==> src/rtl/smac_ctrl_pkg.sv <==
// smac_ctrl_pkg
// Shared types and helpers for the SMAC bit-serial weight-path controller.
//   ctrl_state_e : controller state encoding
//   PW_DEF       : default maximum weight precision
//   clamp_bits() : maps a requested precision onto the legal range 1..pw
package smac_ctrl_pkg;

  localparam int PW_DEF = 8;

  typedef enum logic [1:0] {
    IDLE,
    RUN,
    DRAIN,
    DONE
  } ctrl_state_e;

  // Zero means "full precision"; anything above the hardware limit is
  // clamped to the limit.
  function automatic int unsigned clamp_bits(input int unsigned cfg,
                                             input int unsigned pw);
    if (cfg == 0 || cfg > pw) return pw;
    return cfg;
  endfunction

endpackage

==> src/rtl/smac_bit_cnt.sv <==
// smac_bit_cnt
// Loadable up-counter with terminal-count flag, used to walk weight bits.
// Ports:
//   clk, rst  : clock, asynchronous active-high reset (count -> 0)
//   load      : load load_val (takes priority over en)
//   load_val  : value loaded on load
//   en        : increment by one
//   last      : terminal value
//   q         : current count
//   tc        : q == last
module smac_bit_cnt #(
  parameter int W = 4
) (
  input  logic         clk,
  input  logic         rst,
  input  logic         load,
  input  logic [W-1:0] load_val,
  input  logic         en,
  input  logic [W-1:0] last,
  output logic [W-1:0] q,
  output logic         tc
);

  always_ff @(posedge clk or posedge rst) begin
    if (rst) begin
      q <= '0;
    end else if (load) begin
      q <= load_val;
    end else if (en) begin
      q <= q + W'(1);
    end
  end

  assign tc = (q == last);

endmodule

==> src/rtl/smac_bitserial_ctrl.sv <==
// smac_bitserial_ctrl
// Sequencer for the bit-serial weight path of the SMAC dot-product engine.
// Accepts one job per start handshake, walks weight bits LSB-first, drives
// the sign-correction stage (w_en/msb_w/bit_idx), then the shift-accumulator
// (acc_en/acc_clr/acc_shamt) one cycle later, and finally presents out_valid.
// Ports:
//   clk, rst                : clock, asynchronous active-high reset
//   start_valid/start_ready : job handshake; cfg_bits sampled on handshake
//   w_en, msb_w, bit_idx    : sign-correction stage controls
//   acc_clr, acc_en,
//   acc_shamt               : shift-accumulator controls
//   out_valid/out_ready     : result handshake
//   busy                    : controller not idle
//   perf_jobs, perf_stall   : performance counters (SMAC_CTRL_PERF_EN only)
// Optional build macro: SMAC_CTRL_PERF_EN
//
// state | meaning
// ------+-------------------------------------------------------------
// IDLE  | waiting for a job, start_ready high
// RUN   | presenting weight bits 0..N-1, one per cycle
// DRAIN | one cycle covering the sign-correction register latency
// DONE  | out_valid held until the consumer takes the result
module smac_bitserial_ctrl
  import smac_ctrl_pkg::*;
#(
  parameter  int PW = PW_DEF,
  localparam int BW = $clog2(PW) + 1
) (
  input  logic          clk,
  input  logic          rst,
  input  logic          start_valid,
  output logic          start_ready,
  input  logic [BW-1:0] cfg_bits,
  output logic          w_en,
  output logic          msb_w,
  output logic [BW-1:0] bit_idx,
  output logic          acc_clr,
  output logic          acc_en,
  output logic [BW-1:0] acc_shamt,
  output logic          out_valid,
  input  logic          out_ready,
  output logic          busy
`ifdef SMAC_CTRL_PERF_EN
  ,
  output logic [31:0]   perf_jobs,
  output logic [31:0]   perf_stall
`endif
);

  localparam logic [BW-1:0] ONE = BW'(1);

  ctrl_state_e   state, state_nxt;
  logic [BW-1:0] n_lat, n_nxt, n_start, n_last;
  logic          cnt_load, cnt_en, cnt_tc;
  logic          w_en_nxt, msb_nxt, out_valid_nxt;

  assign n_start = BW'(clamp_bits(32'(cfg_bits), 32'(PW)));
  assign n_last  = n_lat - ONE;

  smac_bit_cnt #(.W(BW)) u_bit_cnt (
    .clk      (clk),
    .rst      (rst),
    .load     (cnt_load),
    .load_val ('0),
    .en       (cnt_en),
    .last     (n_last),
    .q        (bit_idx),
    .tc       (cnt_tc)
  );

  always_ff @(posedge clk or posedge rst) begin
    if (rst) begin
      state <= IDLE;
    end else begin
      state <= state_nxt;
    end
  end

  // The counter is reloaded to 0 both on start and when RUN ends, so
  // bit_idx reads 0 whenever the sign-correction stage is idle.
  always_comb begin
    state_nxt     = state;
    n_nxt         = n_lat;
    cnt_load      = 1'b0;
    cnt_en        = 1'b0;
    w_en_nxt      = 1'b0;
    msb_nxt       = 1'b0;
    out_valid_nxt = 1'b0;
    case (state)
      IDLE: begin
        if (start_valid) begin
          state_nxt = RUN;
          n_nxt     = n_start;
          cnt_load  = 1'b1;
          w_en_nxt  = 1'b1;
          msb_nxt   = (n_start == ONE);
        end
      end
      RUN: begin
        if (cnt_tc) begin
          state_nxt = DRAIN;
          cnt_load  = 1'b1;
        end else begin
          cnt_en   = 1'b1;
          w_en_nxt = 1'b1;
          msb_nxt  = ((bit_idx + ONE) == n_last);
        end
      end
      DRAIN: begin
        state_nxt     = DONE;
        out_valid_nxt = 1'b1;
      end
      DONE: begin
        if (out_ready) begin
          state_nxt = IDLE;
        end else begin
          out_valid_nxt = 1'b1;
        end
      end
      default: begin
        state_nxt = IDLE;
      end
    endcase
  end

  // Accumulator controls trail the sign-correction controls by one register.
  always_ff @(posedge clk or posedge rst) begin
    if (rst) begin
      n_lat     <= BW'(PW);
      w_en      <= 1'b0;
      msb_w     <= 1'b0;
      acc_en    <= 1'b0;
      acc_clr   <= 1'b0;
      acc_shamt <= '0;
      out_valid <= 1'b0;
      busy      <= 1'b0;
    end else begin
      n_lat     <= n_nxt;
      w_en      <= w_en_nxt;
      msb_w     <= msb_nxt;
      acc_en    <= w_en;
      acc_clr   <= w_en && (bit_idx == '0);
      acc_shamt <= w_en ? bit_idx : '0;
      out_valid <= out_valid_nxt;
      busy      <= (state_nxt != IDLE);
    end
  end

  assign start_ready = (state == IDLE);

`ifdef SMAC_CTRL_PERF_EN
  always_ff @(posedge clk or posedge rst) begin
    if (rst) begin
      perf_jobs  <= '0;
      perf_stall <= '0;
    end else begin
      if (out_valid && out_ready) begin
        perf_jobs <= perf_jobs + 32'd1;
      end
      if (out_valid && !out_ready && (perf_stall != '1)) begin
        perf_stall <= perf_stall + 32'd1;
      end
    end
  end
`endif

endmodule

==> config.mk <==
export PLATFORM = sky130hd
export DESIGN_NAME = smac_bitserial_ctrl
export DESIGN_NICKNAME = d
export VERILOG_FILES = /design/src/rtl/smac_ctrl_pkg.sv /design/src/rtl/smac_bit_cnt.sv /design/src/rtl/smac_bitserial_ctrl.sv
export SDC_FILE = /design/constraint.sdc
export NUM_CORES = 1
export LEC_CHECK = 0
export BUFFER_PORTS_ARGS = -buffer_cell sky130_fd_sc_hd__buf_2
export CAP_MARGIN = 5
export CORE_ASPECT_RATIO = 0.7
export CORE_MARGIN = 1.5
export CORE_UTILIZATION = 30
export DETAILED_ROUTE_END_ITERATION = 16
export PLACE_DENSITY = 0.52
export SYNTH_ARGS = -nofsm -noshare
export SYNTH_HDL_FRONTEND = slang
export SYNTH_SLANG_ARGS = --single-unit
==> constraint.sdc <==
create_clock -name clk -period 1.55 [get_ports clk]
set_clock_uncertainty 0.1 [all_clocks]
set_input_delay 0.0775 -clock clk [delete_from_list [all_inputs] [get_ports clk]]
set_output_delay 0.0775 -clock clk [all_outputs]
set_load 0.05 [all_outputs]
==> flow_summary.yaml <==
floorplan:
  start_util: 0.328
  core_mm2: 0.00290
  die_area_mm2: 0.00353
  die_height_um: 50.2
  dieWidth_um: 70.4
  ios: 23
  row_count: 16
global_routing:
  track_usage: 0.131
  grt_max_degree: 21
  gr-total-overflow: 0
  grt_pass1_wl_um: 3600
  grt_pass1_vias: 779
  antenna_found_initial: 0
logic_synthesis:
  yosysWarnings: 0
  ys_types: 31
  ys_top_cells_by_area: "dfrtp_1 50%, xnor2_1 7.3%, ha_1 3.9%"
  synth_fp_nets: 98
  synth-seq-cells: 20
  ys_async_sr_fraction: 1.00
  synth-edff-count: 0
  synthCells: 87
  synth_flop_cell: "dfrtp_1"
  synth.largest_area_cell: "dfrtp_1"
  synth_top_area_share: 0.499
  syn_area_um2: 953
  ys_seq_area_frac: 0.526
  syn_area_per_cell_um2: 11.0
critical_path:
  criticalPathCategory: "flip-flop to flip-flop"
  cp-start-kind: "flip-flop"
  worstPathArrival_ns: 1.61
  critPathCaptureType: "flip-flop"
  crit_required_ns: 1.59
  max_stage_delay_ns: 0.39
  crit_top_cell: "buf_4"
  path_cells: "buf_4 > nor3_4 > xnor2_2 > buf_4 > and3_4 > o211ai_1"
  cp_slowest_cell: "dfrtp_1"
  path_max_fanout: 3
cts:
  tritoncts.num_buffers: 3
  clkTransAtPathRegs_ns: 0.08
  cts.root.buffer_cell: "clkbuf_8"
  cts_tree: "built"
  cts_buffer_depth: 2
  htree_levels: 1
  clock_latency_ns: 0.26
  clock-sinks: 20
place:
  dp_hpwl_um: 1450
  dp_slack_ns: -0.0408
  place.gp.congestion: 0.796
  io_buffers: 22
drt:
  ant_nets: 0
  drt_iter0_markers: 36
  drc: 0
  viasPerCell: 4.56
  highest_layer: "met3"
  first_pass_iters: 5
  wl_per_cell_um: 12.4
  dr_total_vias: 762
  wl_met2_um: 918
  drt-met1-wl_um: 1010
  wl_um: 2070
  wl_met3_um: 145
sta:
  fin_crit_sh: 1.02
  rsz0062_at_grt: "true"
  setup_ws_ns: -0.0256
  maxSlewViolCount: 0
  setup_viol: 2
  slew_headroom: 0.803
  min_period_ns: 1.58
  worst_pin_slew_ns: 0.293
  hold_viol: 0
  max_clock_freq_mhz: 635
final_layout:
  fin_util: 0.478
  antennaDiodeCount: 0
  area_delta_synth_final_pct: 45.4
  nets: 143
  drive_gt1_frac: 0.473
min_path:
  hold_class: "primary input to flip-flop"
outcome:
  violations: "negative setup slack"
  status: "complete, but fails checks"
flow_run:
  drv_cap: 0
## routing by layer
metal,up-vias,global-route usage
met3,0,0.0502
met4,0,0.0192
met2,27,0.198
met5,-,0
met1,355,0.184
li1,380,-
## logic make-up (layout without fill, tap and decap cells)
group | count (synthesis) | in the layout | share of synthesized area
and+or+nand+nor | 31 | 31 | 0.186
DFF | 20 | 20 | 0.526
AOI/OAI and AO/OA | 14 | 14 | 0.106
xor gates and xnor gates | 11 | 11 | 0.101
buffers and inverters | 7 | 51 | 0.0289
adders and majority gates | 3 | 3 | 0.0394
muxes | 1 | 1 | 0.0118
## registers in the layout, summed over array words and instances (netlist names)
signal / count
acc_en: 1
out_valid: 1
acc_clr: 1
w_en: 1
u_bit_cnt.q: 4
n_lat: 4
msb_w: 1
state: 2
acc_shamt: 4
busy: 1
## critical path, delay by kind of cell, from the launching register on
kind            cells  cell delay [ns]
flops               1             0.39
xor+xnor            1             0.16
simple gates        2             0.42
compound gates      1             0.09
buf+inv             2             0.30
## placed cells by master, fill, tap and decap left out, types with 2 or more instances in the layout
cell and n:
nand2b_1 3, a32o_1 3, nand2_1 8, nor3_1 3, o21ai_0 4, xnor2_2 3, clkbuf_8 4, nand3_1 2
buf_2 22, inv_1 4, nor2_1 3, dlygate4sd3_1 4, xor2_2 2, xnor2_1 5, and2_1 3, dfrtp_2 4
inv_2 2, dfrtp_1 15, ha_1 2, buf_4 14
## Yosys cell counts (3+ instances only)
library cell and number:
dfrtp_1 19, nand2_1 8, xnor2_1 8, inv_1 6
o21ai_0 4, a32o_1 3, and2_1 3, ha_1 3
nand2b_1 3, nand3_1 3, nor2_1 3, nor3_1 3
xor2_1 3
## cell type report
type | instances | area [µm²]
multi-input cells | 60 | 490
inverters | 6 | 22.5
well taps | 36 | 45.0
fillers | 274 | 1520
repair buffers | 41 | 267
flip-flops and latches | 20 | 507
clock buffers | 4 | 55.1
## through the flow
| stage | setup TNS, ns | hold slack, ns | std cells | instance area [µm²] |
|---|---|---|---|---|
| finish | -0.0282 | 0.00658 | 167 | 1390 |
| global route | -0.634 | 0.0292 | 167 | 1390 |
| CTS | -0.101 | 0.00817 | 167 | 1340 |
| detailed placement | -0.159 | 0.0260 | 158 | 1220 |
| global placement | -0.158 | 0.0163 | 158 | 1220 |
| floorplan | -0.354 | -0.0596 | 87 | 971 |
## final timing paths
kind | start | end | slack [ns] | cells after the start
min in group asynchronous | rst | acc_clr | 0.28 | 4
worst min register to register | w_en | acc_en | 0.37 | 0
worst max register to register | n_lat[0] | state[0] | -0.03 | 6
worst min-delay path | cfg_bits[3] | n_lat[1] | 0.007 | 3
max in group asynchronous | rst | n_lat[3] | 0.80 | 4
worst max-delay path | n_lat[0] | state[0] | -0.03 | 6
## repair_timing
item                                    in CTS  in global routing
resized for setup                            5                  7
buffers inserted                             1                  0
endpoints found under the setup margin       8                  8
pin swaps                                    4                  6
hold buffers                                 4                  0
hold endpoints to repair                    23                  0
Power is left out: the tool's default activity adds up to more than one toggle a clock period on the data nets, which glitch-free logic cannot reach.
